==> config.mk <==
export PLATFORM = sky130hd
export DESIGN_NAME = ps_if_pipe
export DESIGN_NICKNAME = d
export VERILOG_FILES = /design/src/rtl/ps_if_pipe.sv
export SDC_FILE = /design/constraint.sdc
export NUM_CORES = 1
export LEC_CHECK = 0
export BUFFER_PORTS_ARGS = -buffer_cell sky130_fd_sc_hd__buf_2
export CAP_MARGIN = 25
export CORE_ASPECT_RATIO = 1.4
export CORE_UTILIZATION = 54
export CTS_BUF_LIST = sky130_fd_sc_hd__clkbuf_4 sky130_fd_sc_hd__clkbuf_8 sky130_fd_sc_hd__clkbuf_16
export DETAILED_ROUTE_END_ITERATION = 8
export PLACE_DENSITY_LB_ADDON = 0.1
export SLEW_MARGIN = 20
export SYNTH_ARGS = -nofsm -noshare
export SYNTH_HDL_FRONTEND = slang
export SYNTH_SLANG_ARGS = --single-unit
==> constraint.sdc <==
create_clock -name clk -period 2.6 [get_ports clk]
set_clock_uncertainty 0.1 [all_clocks]
set_input_delay 0.26 -clock clk [delete_from_list [all_inputs] [get_ports clk]]
set_output_delay 0.26 -clock clk [all_outputs]
set_load 0.005 [all_outputs]
==> src/rtl/ps_if_pipe.sv <==
// Registered-ready pipeline slice for the ps_if bus: REQ_DEPTH skid stages on the
// request path, RSP_DEPTH on the response path. Optional counters: PS_IF_PIPE_STATS_EN.

module ps_if_skid #(
  parameter int W = 8
) (
  input  logic         clk,
  input  logic         rst,
  input  logic         in_valid,
  output logic         in_ready,
  input  logic [W-1:0] in_data,
  output logic         out_valid,
  input  logic         out_ready,
  output logic [W-1:0] out_data
);

  typedef enum logic [1:0] {EMPTY, ONE, TWO} state_t;

  state_t       state, state_nxt;
  logic [W-1:0] main_q, skid_q;
  logic         rdy_q;
  logic         in_beat, out_take;
  logic         ld_main_in, ld_main_skid, ld_skid;

  assign in_beat   = in_valid & rdy_q;
  assign out_take  = (state != EMPTY) & out_ready;
  assign in_ready  = rdy_q;
  assign out_valid = (state != EMPTY);
  assign out_data  = main_q;

  always_comb begin
    state_nxt    = state;
    ld_main_in   = 1'b0;
    ld_main_skid = 1'b0;
    ld_skid      = 1'b0;
    case (state)
      EMPTY: if (in_beat) begin
        state_nxt  = ONE;
        ld_main_in = 1'b1;
      end
      ONE: begin
        if (in_beat && out_take) begin
          ld_main_in = 1'b1;
        end else if (in_beat) begin
          state_nxt = TWO;
          ld_skid   = 1'b1;
        end else if (out_take) begin
          state_nxt = EMPTY;
        end
      end
      TWO: if (out_take) begin
        // skid drains into main before anything newer can enter
        state_nxt    = ONE;
        ld_main_skid = 1'b1;
      end
      default: state_nxt = EMPTY;
    endcase
  end

  always_ff @(posedge clk) begin
    if (rst) begin
      state  <= EMPTY;
      rdy_q  <= 1'b0;
      main_q <= '0;
      skid_q <= '0;
    end else begin
      state <= state_nxt;
      rdy_q <= (state_nxt != TWO);
      if (ld_main_in)   main_q <= in_data;
      if (ld_main_skid) main_q <= skid_q;
      if (ld_skid)      skid_q <= in_data;
    end
  end

endmodule

module ps_if_pipe #(
  parameter int REQ_DEPTH = 1,
  parameter int RSP_DEPTH = 1,
  parameter int AW        = 32,
  parameter int DW        = 32,
  parameter int NW        = 8
) (
  input  logic          clk,
  input  logic          rst,
  input  logic          hold_valid,
  input  logic          in_slave_wvalid,
  input  logic          in_slave_arvalid,
  input  logic [AW-1:0] in_slave_waddr,
  input  logic [DW-1:0] in_slave_wdata,
  input  logic [AW-1:0] in_slave_raddr,
  input  logic [NW-1:0] in_slave_node_addr,
  output logic          in_slave_wready,
  output logic          in_slave_rvalid,
  output logic [DW-1:0] in_slave_rdata,
  input  logic          in_slave_rready,
  output logic          in_slave_wresp,
  output logic          in_master_wvalid,
  output logic          in_master_arvalid,
  output logic [AW-1:0] in_master_waddr,
  output logic [DW-1:0] in_master_wdata,
  output logic [AW-1:0] in_master_raddr,
  output logic [NW-1:0] in_master_node_addr,
  input  logic          in_master_wready,
  input  logic          in_master_rvalid,
  input  logic [DW-1:0] in_master_rdata,
  output logic          in_master_rready,
  input  logic          in_master_wresp,
  output logic          busy,
  output logic [31:0]   stat_req_cnt,
  output logic [31:0]   stat_rsp_cnt,
  output logic [31:0]   stat_stall_cnt
);

  typedef struct packed {
    logic          wvalid;
    logic          arvalid;
    logic [AW-1:0] waddr;
    logic [DW-1:0] wdata;
    logic [AW-1:0] raddr;
    logic [NW-1:0] node_addr;
  } req_t;

  // index 0 is the upstream side, index DEPTH the downstream side of each chain
  logic [REQ_DEPTH:0]         rq_vld, rq_rdy;
  req_t [REQ_DEPTH:0]         rq_dat;
  logic [RSP_DEPTH:0]         rs_vld, rs_rdy;
  logic [RSP_DEPTH:0][DW-1:0] rs_dat;

  assign rq_vld[0]         = hold_valid & (in_slave_wvalid | in_slave_arvalid);
  assign rq_dat[0]         = '{wvalid: in_slave_wvalid, arvalid: in_slave_arvalid,
                               waddr: in_slave_waddr, wdata: in_slave_wdata,
                               raddr: in_slave_raddr, node_addr: in_slave_node_addr};
  assign rq_rdy[REQ_DEPTH] = in_master_wready;
  assign in_slave_wready   = hold_valid & rq_rdy[0];

  assign in_master_wvalid    = rq_vld[REQ_DEPTH] & rq_dat[REQ_DEPTH].wvalid;
  assign in_master_arvalid   = rq_vld[REQ_DEPTH] & rq_dat[REQ_DEPTH].arvalid;
  assign in_master_waddr     = rq_dat[REQ_DEPTH].waddr;
  assign in_master_wdata     = rq_dat[REQ_DEPTH].wdata;
  assign in_master_raddr     = rq_dat[REQ_DEPTH].raddr;
  assign in_master_node_addr = rq_dat[REQ_DEPTH].node_addr;

  assign rs_vld[0]         = in_master_rvalid;
  assign rs_dat[0]         = in_master_rdata;
  assign rs_rdy[RSP_DEPTH] = in_slave_rready;
  assign in_master_rready  = rs_rdy[0];
  assign in_slave_rvalid   = rs_vld[RSP_DEPTH];
  assign in_slave_rdata    = rs_dat[RSP_DEPTH];

  for (genvar i = 0; i < REQ_DEPTH; i++) begin : g_rq
    ps_if_skid #(.W($bits(req_t))) u_stg (
      .clk       (clk),
      .rst       (rst),
      .in_valid  (rq_vld[i]),
      .in_ready  (rq_rdy[i]),
      .in_data   (rq_dat[i]),
      .out_valid (rq_vld[i+1]),
      .out_ready (rq_rdy[i+1]),
      .out_data  (rq_dat[i+1])
    );
  end

  for (genvar i = 0; i < RSP_DEPTH; i++) begin : g_rs
    ps_if_skid #(.W(DW)) u_stg (
      .clk       (clk),
      .rst       (rst),
      .in_valid  (rs_vld[i]),
      .in_ready  (rs_rdy[i]),
      .in_data   (rs_dat[i]),
      .out_valid (rs_vld[i+1]),
      .out_ready (rs_rdy[i+1]),
      .out_data  (rs_dat[i+1])
    );
  end

  // wresp has no handshake, so it rides a plain delay line that stalls never touch
  if (RSP_DEPTH == 0) begin : g_wresp_wire
    assign in_slave_wresp = in_master_wresp;
  end else begin : g_wresp_pipe
    logic [RSP_DEPTH-1:0] wresp_pipe;
    always_ff @(posedge clk) begin
      if (rst) wresp_pipe <= '0;
      else     wresp_pipe <= (wresp_pipe << 1) | RSP_DEPTH'(in_master_wresp);
    end
    assign in_slave_wresp = wresp_pipe[RSP_DEPTH-1];
  end

  // a stage holds a beat exactly when its output valid is up; index 0 is the raw input
  assign busy = (|(rq_vld >> 1)) | (|(rs_vld >> 1));

`ifdef PS_IF_PIPE_STATS_EN
  logic [31:0] req_cnt, rsp_cnt, stall_cnt;
  logic        req_acc, rsp_dlv, req_stall;

  assign req_acc   = rq_vld[0] & in_slave_wready;
  assign rsp_dlv   = in_slave_rvalid & in_slave_rready;
  assign req_stall = (in_master_wvalid | in_master_arvalid) & ~in_master_wready;

  always_ff @(posedge clk) begin
    if (rst) begin
      req_cnt   <= '0;
      rsp_cnt   <= '0;
      stall_cnt <= '0;
    end else begin
      if (req_acc)   req_cnt   <= req_cnt + 32'd1;
      if (rsp_dlv)   rsp_cnt   <= rsp_cnt + 32'd1;
      if (req_stall) stall_cnt <= stall_cnt + 32'd1;
    end
  end

  assign stat_req_cnt   = req_cnt;
  assign stat_rsp_cnt   = rsp_cnt;
  assign stat_stall_cnt = stall_cnt;
`else
  assign stat_req_cnt   = '0;
  assign stat_rsp_cnt   = '0;
  assign stat_stall_cnt = '0;
`endif

endmodule

Word-level counts from Yosys, hierarchy flattened
Index checks and enable logic that the tools add are counted.
- flip-flop bits (word level): 283
- latch bits: 0
- memory bits (writable): 0
- bits in read-only memories: 0
- input port bits: 145
- output and inout port bits: 239
- memories kept: 0
- add/sub/neg operators: 0
- multiply operators: 0
- div/mod/pow operators: 0
- $lt $le $gt $ge: 0
- equality and inequality tests: 6
- shifts and indexed selects: 0
- multiplexer cells: 30
- bitwise operators: 10
- reductions and logical operators: 8
- operators with widths (operator ; count):
    two-way mux 106 bit ; 2
    two-way mux 32 bit ; 2
    two-way mux 2 bit ; 10
    two-way mux 1 bit ; 12
    case mux 2 bit (3 select lines) ; 2
    bitwise AND 1 bit ; 8
    nonzero test 2 bit ; 4
    == test 2 x 1 -> 1 bit, second input constant ; 2
    == test 2 bit, second input constant ; 2
    zero test 2 bit ; 2
    inequality test 2 bit, second input constant ; 2
    case mux 1 bit (2 select lines) ; 2
    logical AND 1 bit ; 2
    OR 1 bit ; 2

Logic depth before layout (Yosys ltp)
- word-level depth: 8
- depth in mapped cells: 7

Modules after synthesis
A second synthesis with hierarchy kept.
- cell total of the unflattened synthesis: 1509
- area total of the unflattened synthesis: 11917.7 um2
- by module, submodules not included (module ; instances ; cells each ; area each (um2)):
    ps_if_skid (g_rq[0].u_stg) ; 1 ; 1068 ; 8260.4
    ps_if_skid (g_rs[0].u_stg) ; 1 ; 337 ; 2871.5
    ps_if_pipe ; 1 ; 104 ; 785.8

Worst setup path before layout
No wires, ideal clock.
- path type: flip-flop to flip-flop
- start: reg g_rq[0].u_stg.state[1]
- end: reg g_rq[0].u_stg.main_q[34]
- library setup time: 0.148 ns
- arrival: 1.437 ns
- data required time: 2.352 ns
- setup slack: 0.915 ns
- cell stages (with the launch flop): 7
- buffers on the path: 3
- cell sequence: dfxtp_1 -> buf_2 -> nand2b_1 -> a221oi_2 -> buf_2 -> buf_4 -> a211oi_1
- cells in the longest elaborated chain, start to end: 6
- elaborated cells on any way between the ends: 12
- those cells by class: eq/ne: 2; mux: 5; bitwise: 1; reduce/logical: 4
- ends and longest elaborated chain (element ; line ; RTL):
    from (decl) ; 19 ; state_t state, state_nxt;
    from (signal assigned) ; 67 ; state <= state_nxt;
    nonzero test 2 bit ; 26 ; assign out_take = (state != EMPTY) & out_ready;
    bitwise AND 1 bit ; 26 ;
    logical AND 1 bit ; 42 ; if (in_beat && out_take) begin
    two-way mux 1 bit ; 42 ;
    case mux 1 bit (2 select lines) ; 36 ; case (state)
    nonzero test 2 bit (no source line) ; n/a ;
    to (signal assigned) ; 69 ; if (ld_main_in) main_q <= in_data;
    to (signal assigned) ; 70 ; if (ld_main_skid) main_q <= skid_q;
    to (decl) ; 20 ; logic [W-1:0] main_q, skid_q;
Several ways; a longest one is shown, not always the timed one.
A chain may end at the register's enable or synchronous reset.

Worst setup path after layout
- start: reg g_rq[0].u_stg.state[1]
- end: reg g_rq[0].u_stg.main_q[62]
The elaborated chain is that of the path after synthesis.

==> qor.yml <==
synthesis:
  synth_xor_area_frac: 0
  async_flop_share: 0
  synth.most_common_cell: "dfxtp_1"
  synth_top_family_by_area: "compound AO/OA/AOI/OAI gates"
  yosysTopAreaCell: "dfxtp_1"
  ys_seq_area_frac: 0.4337
  ys_seq_elements: 283
  synth_ff_type: "dfxtp_1"
  yosysTopAreaCellShare: 0.4337
  ys_warn_count: 0
  synth.distinct_cells: 30
  syn_area_mm2: 0.01306
  synth_fa_ha_area_frac: 0
  yosys.area_share.simple: 0.1336
  synth_area_leaders: "dfxtp_1 (43%), buf_4 (12%), mux2i_1 (11%)"
  synth_commonest_cells: "dfxtp_1 (283), nand2_1 (279), buf_4 (216)"
  synth_compound_area_frac: 0.1677
  postSynthCellCount: 1464
  synth.area.mux_share: 0.1073
  synth_edf_count: 0
  syn_area_per_cell_um2: 8.922
layout:
  layout.nets: 1881
  syn_to_final_growth_pct: 22.30
  fillers: 1949
  drive_gt1_frac: 0.2543
  stdcell_count: 2072
floorplanning:
  io_pins: 384
  die_w_um: 133.4
  core-area_mm2: 0.02381
  die_area_mm2: 0.02482
  rows: 67
  die_height_um: 186.0
  initial_utilization: 0.5487
grt:
  grt_pass1_wl_mm: 47.54
  grt_start_max_net_pins: 90
  antenna_found_initial: 3
  track_usage: 0.2305
  first_global_vias: 9740
  grt_overflow: 0
power:
  ir_drop_uv: 591.5
  finalPower_mw: 10.02
  powerDensity_mw_per_mm2: 627.1
  p_leak_nw: 7.375
cts:
  cts_buffers: 28
  cts_tree: "built"
  cts_sinks: 283
  clkTransAtPathRegs_ns: 0.06
  cts.root.buffer_cell: "clkbuf_16"
  clock_latency_ns: 0.53
  cts_buffer_depth: 3
  ctsHtreeMaxLevel: 1
worst_setup_path:
  path_class: "flop to flop"
  end_kind: "flop"
  cp.arrival_ns: 2.59
  worstPathMaxFanout: 34
  startpoint_type: "flop"
  regToRegSetupSlack_ns: 0.35
  crit_required_ns: 2.94
route:
  drtIter0Drc: 483
  routed_via_density: 4.986
  wl_mm: 29.89
  wl_per_cell_um: 14.42
  vias: 10332
  remaining_drc_errors: 0
  drt-pass1-iter-count: 5
  ant_nets: 0
hold_path:
  worstHoldPathType: "input port to flop"
timing:
  grt_setup_unrepaired: "no"
  setup_tns_ns: 0
  timing.hold.ws_ns: 0.01600
  post-route-period-util: 0.8635
  fin_crit_ns: 2.245
  fmax_mhz: 445.4
  final_max_slew_viol_count: 0
  hold_viol: 0
  setup_viol: 0
place:
  dp.cells: 1875
  place.gp.congestion: 0.7643
  place_hpwl_mm: 18.86
  port-buffer-count: 287
outcome:
  status: "completed"
run:
  maxCapViolCount: 0
## per-layer routing
| layer | share of wire | wire length (um) | global-route usage | vias up |
|---|---|---|---|---|
| met2 | 0.49 | 14520 | 0.4004 | 281 |
| met4 | 0.032 | 942 | 0.08818 | 0 |
| li1 | - | - | - | 5183 |
| met5 | 0 | 0 | 0 | - |
| met3 | 0.060 | 1789 | 0.05256 | 60 |
| met1 | 0.42 | 12640 | 0.2753 | 4808 |
## final cells by class
| cell class | instances | area, um2 | share of cell area |
|---|---|---|---|
| clock inverter | 11 | 107.6 | 0.006736 |
| antenna | 4 | 10.01 | 0.0006266 |
| sequential | 283 | 5665 | 0.3546 |
| tap | 310 | 387.9 | 0.02428 |
| timing repair buffer | 456 | 3231 | 0.2022 |
| clock buffer | 41 | 853.3 | 0.05341 |
| multi-input combinational | 967 | 5720 | 0.3581 |
## critical path, cell delays in order, from the launching register on
cell	delay [ns]
dfxtp_1	0.57
nand2b_1	0.19
a221oi_4	0.42
buf_12	0.27
buf_4	0.30
nor2_1	0.10
a211oi_2	0.22
## kinds of logic (layout without fill, tap and decap cells)
kind of cell	Yosys count	after routing
other	1	100
AND/OR/NAND/NOR	446	446
multiplexers	140	140
flip-flops	283	283
buffers and inverters	309	508
AO/OA/AOI/OAI	285	285
## timing repair
action                                 4_1_cts  5_1_grt
endpoints found under the hold margin      201        0
resized for setup                            0        0
hold buffers                               141        0
setup buffers                                0        0
## report_power, final
part           internal [mW]  leakage (nW)  switching, mW
sequential              4.54          2.31          0.102
combinational          0.601          4.58          0.650
clock                   2.47         0.488           1.66
## layout by cell type (no fill, tap or decap), types with 2 or more instances in the layout
master         count
a211oi_1          63
conb_1            96
o21a_1             2
buf_4             15
nand2b_1           5
nand3b_1           4
buf_2            286
clkinv_2           8
a21oi_1          139
diode_2            4
a211oi_2          75
bufinv_16          2
mux2i_1          140
nor2b_1            5
clkbuf_16         29
nor2_1           144
buf_12            13
clkbuf_8           6
dlygate4sd3_1    141
clkbuf_4           6
nand2_1          279
dfxtp_1          283
and3b_1            2
## sequential cells by signal, indices dropped and copies added (netlist names)
register and count:
g_rs.u_stg.in_ready 1, g_rs.u_stg.skid_q 32, g_rq.u_stg.skid_q 106, g_rq.u_stg.out_data 106
g_rq.u_stg.state 2, g_rq.u_stg.in_ready 1, g_rs.u_stg.out_data 32, g_rs.u_stg.state 2
in_slave_wresp 1
## path summary, 6_finish.rpt
path                                               from                    endpoint  cells after the start
worst max-delay path             g_rq[0].u_stg.state[1]  g_rq[0].u_stg.out_data[62]                      6
worst min-delay path                                rst      g_rs[0].u_stg.in_ready                      2
worst max register to register   g_rq[0].u_stg.state[1]  g_rq[0].u_stg.out_data[62]                      6
worst min register to register  g_rq[0].u_stg.skid_q[8]     g_rq[0].u_stg.skid_q[8]                      2
## metrics by stage
stage / area, um2 / util / setup WS, ns
global placement: 13590 / 0.5709 / 0.4574
CTS: 15970 / 0.6706 / 0.3733
finish: 15980 / 0.6710 / 0.3549
global route: 15970 / 0.6709 / 0.1795
detailed placement: 13590 / 0.5709 / 0.3792
floorplan: 13420 / - / 0.9151
Note: power is estimated with default switching activity, not from simulation.
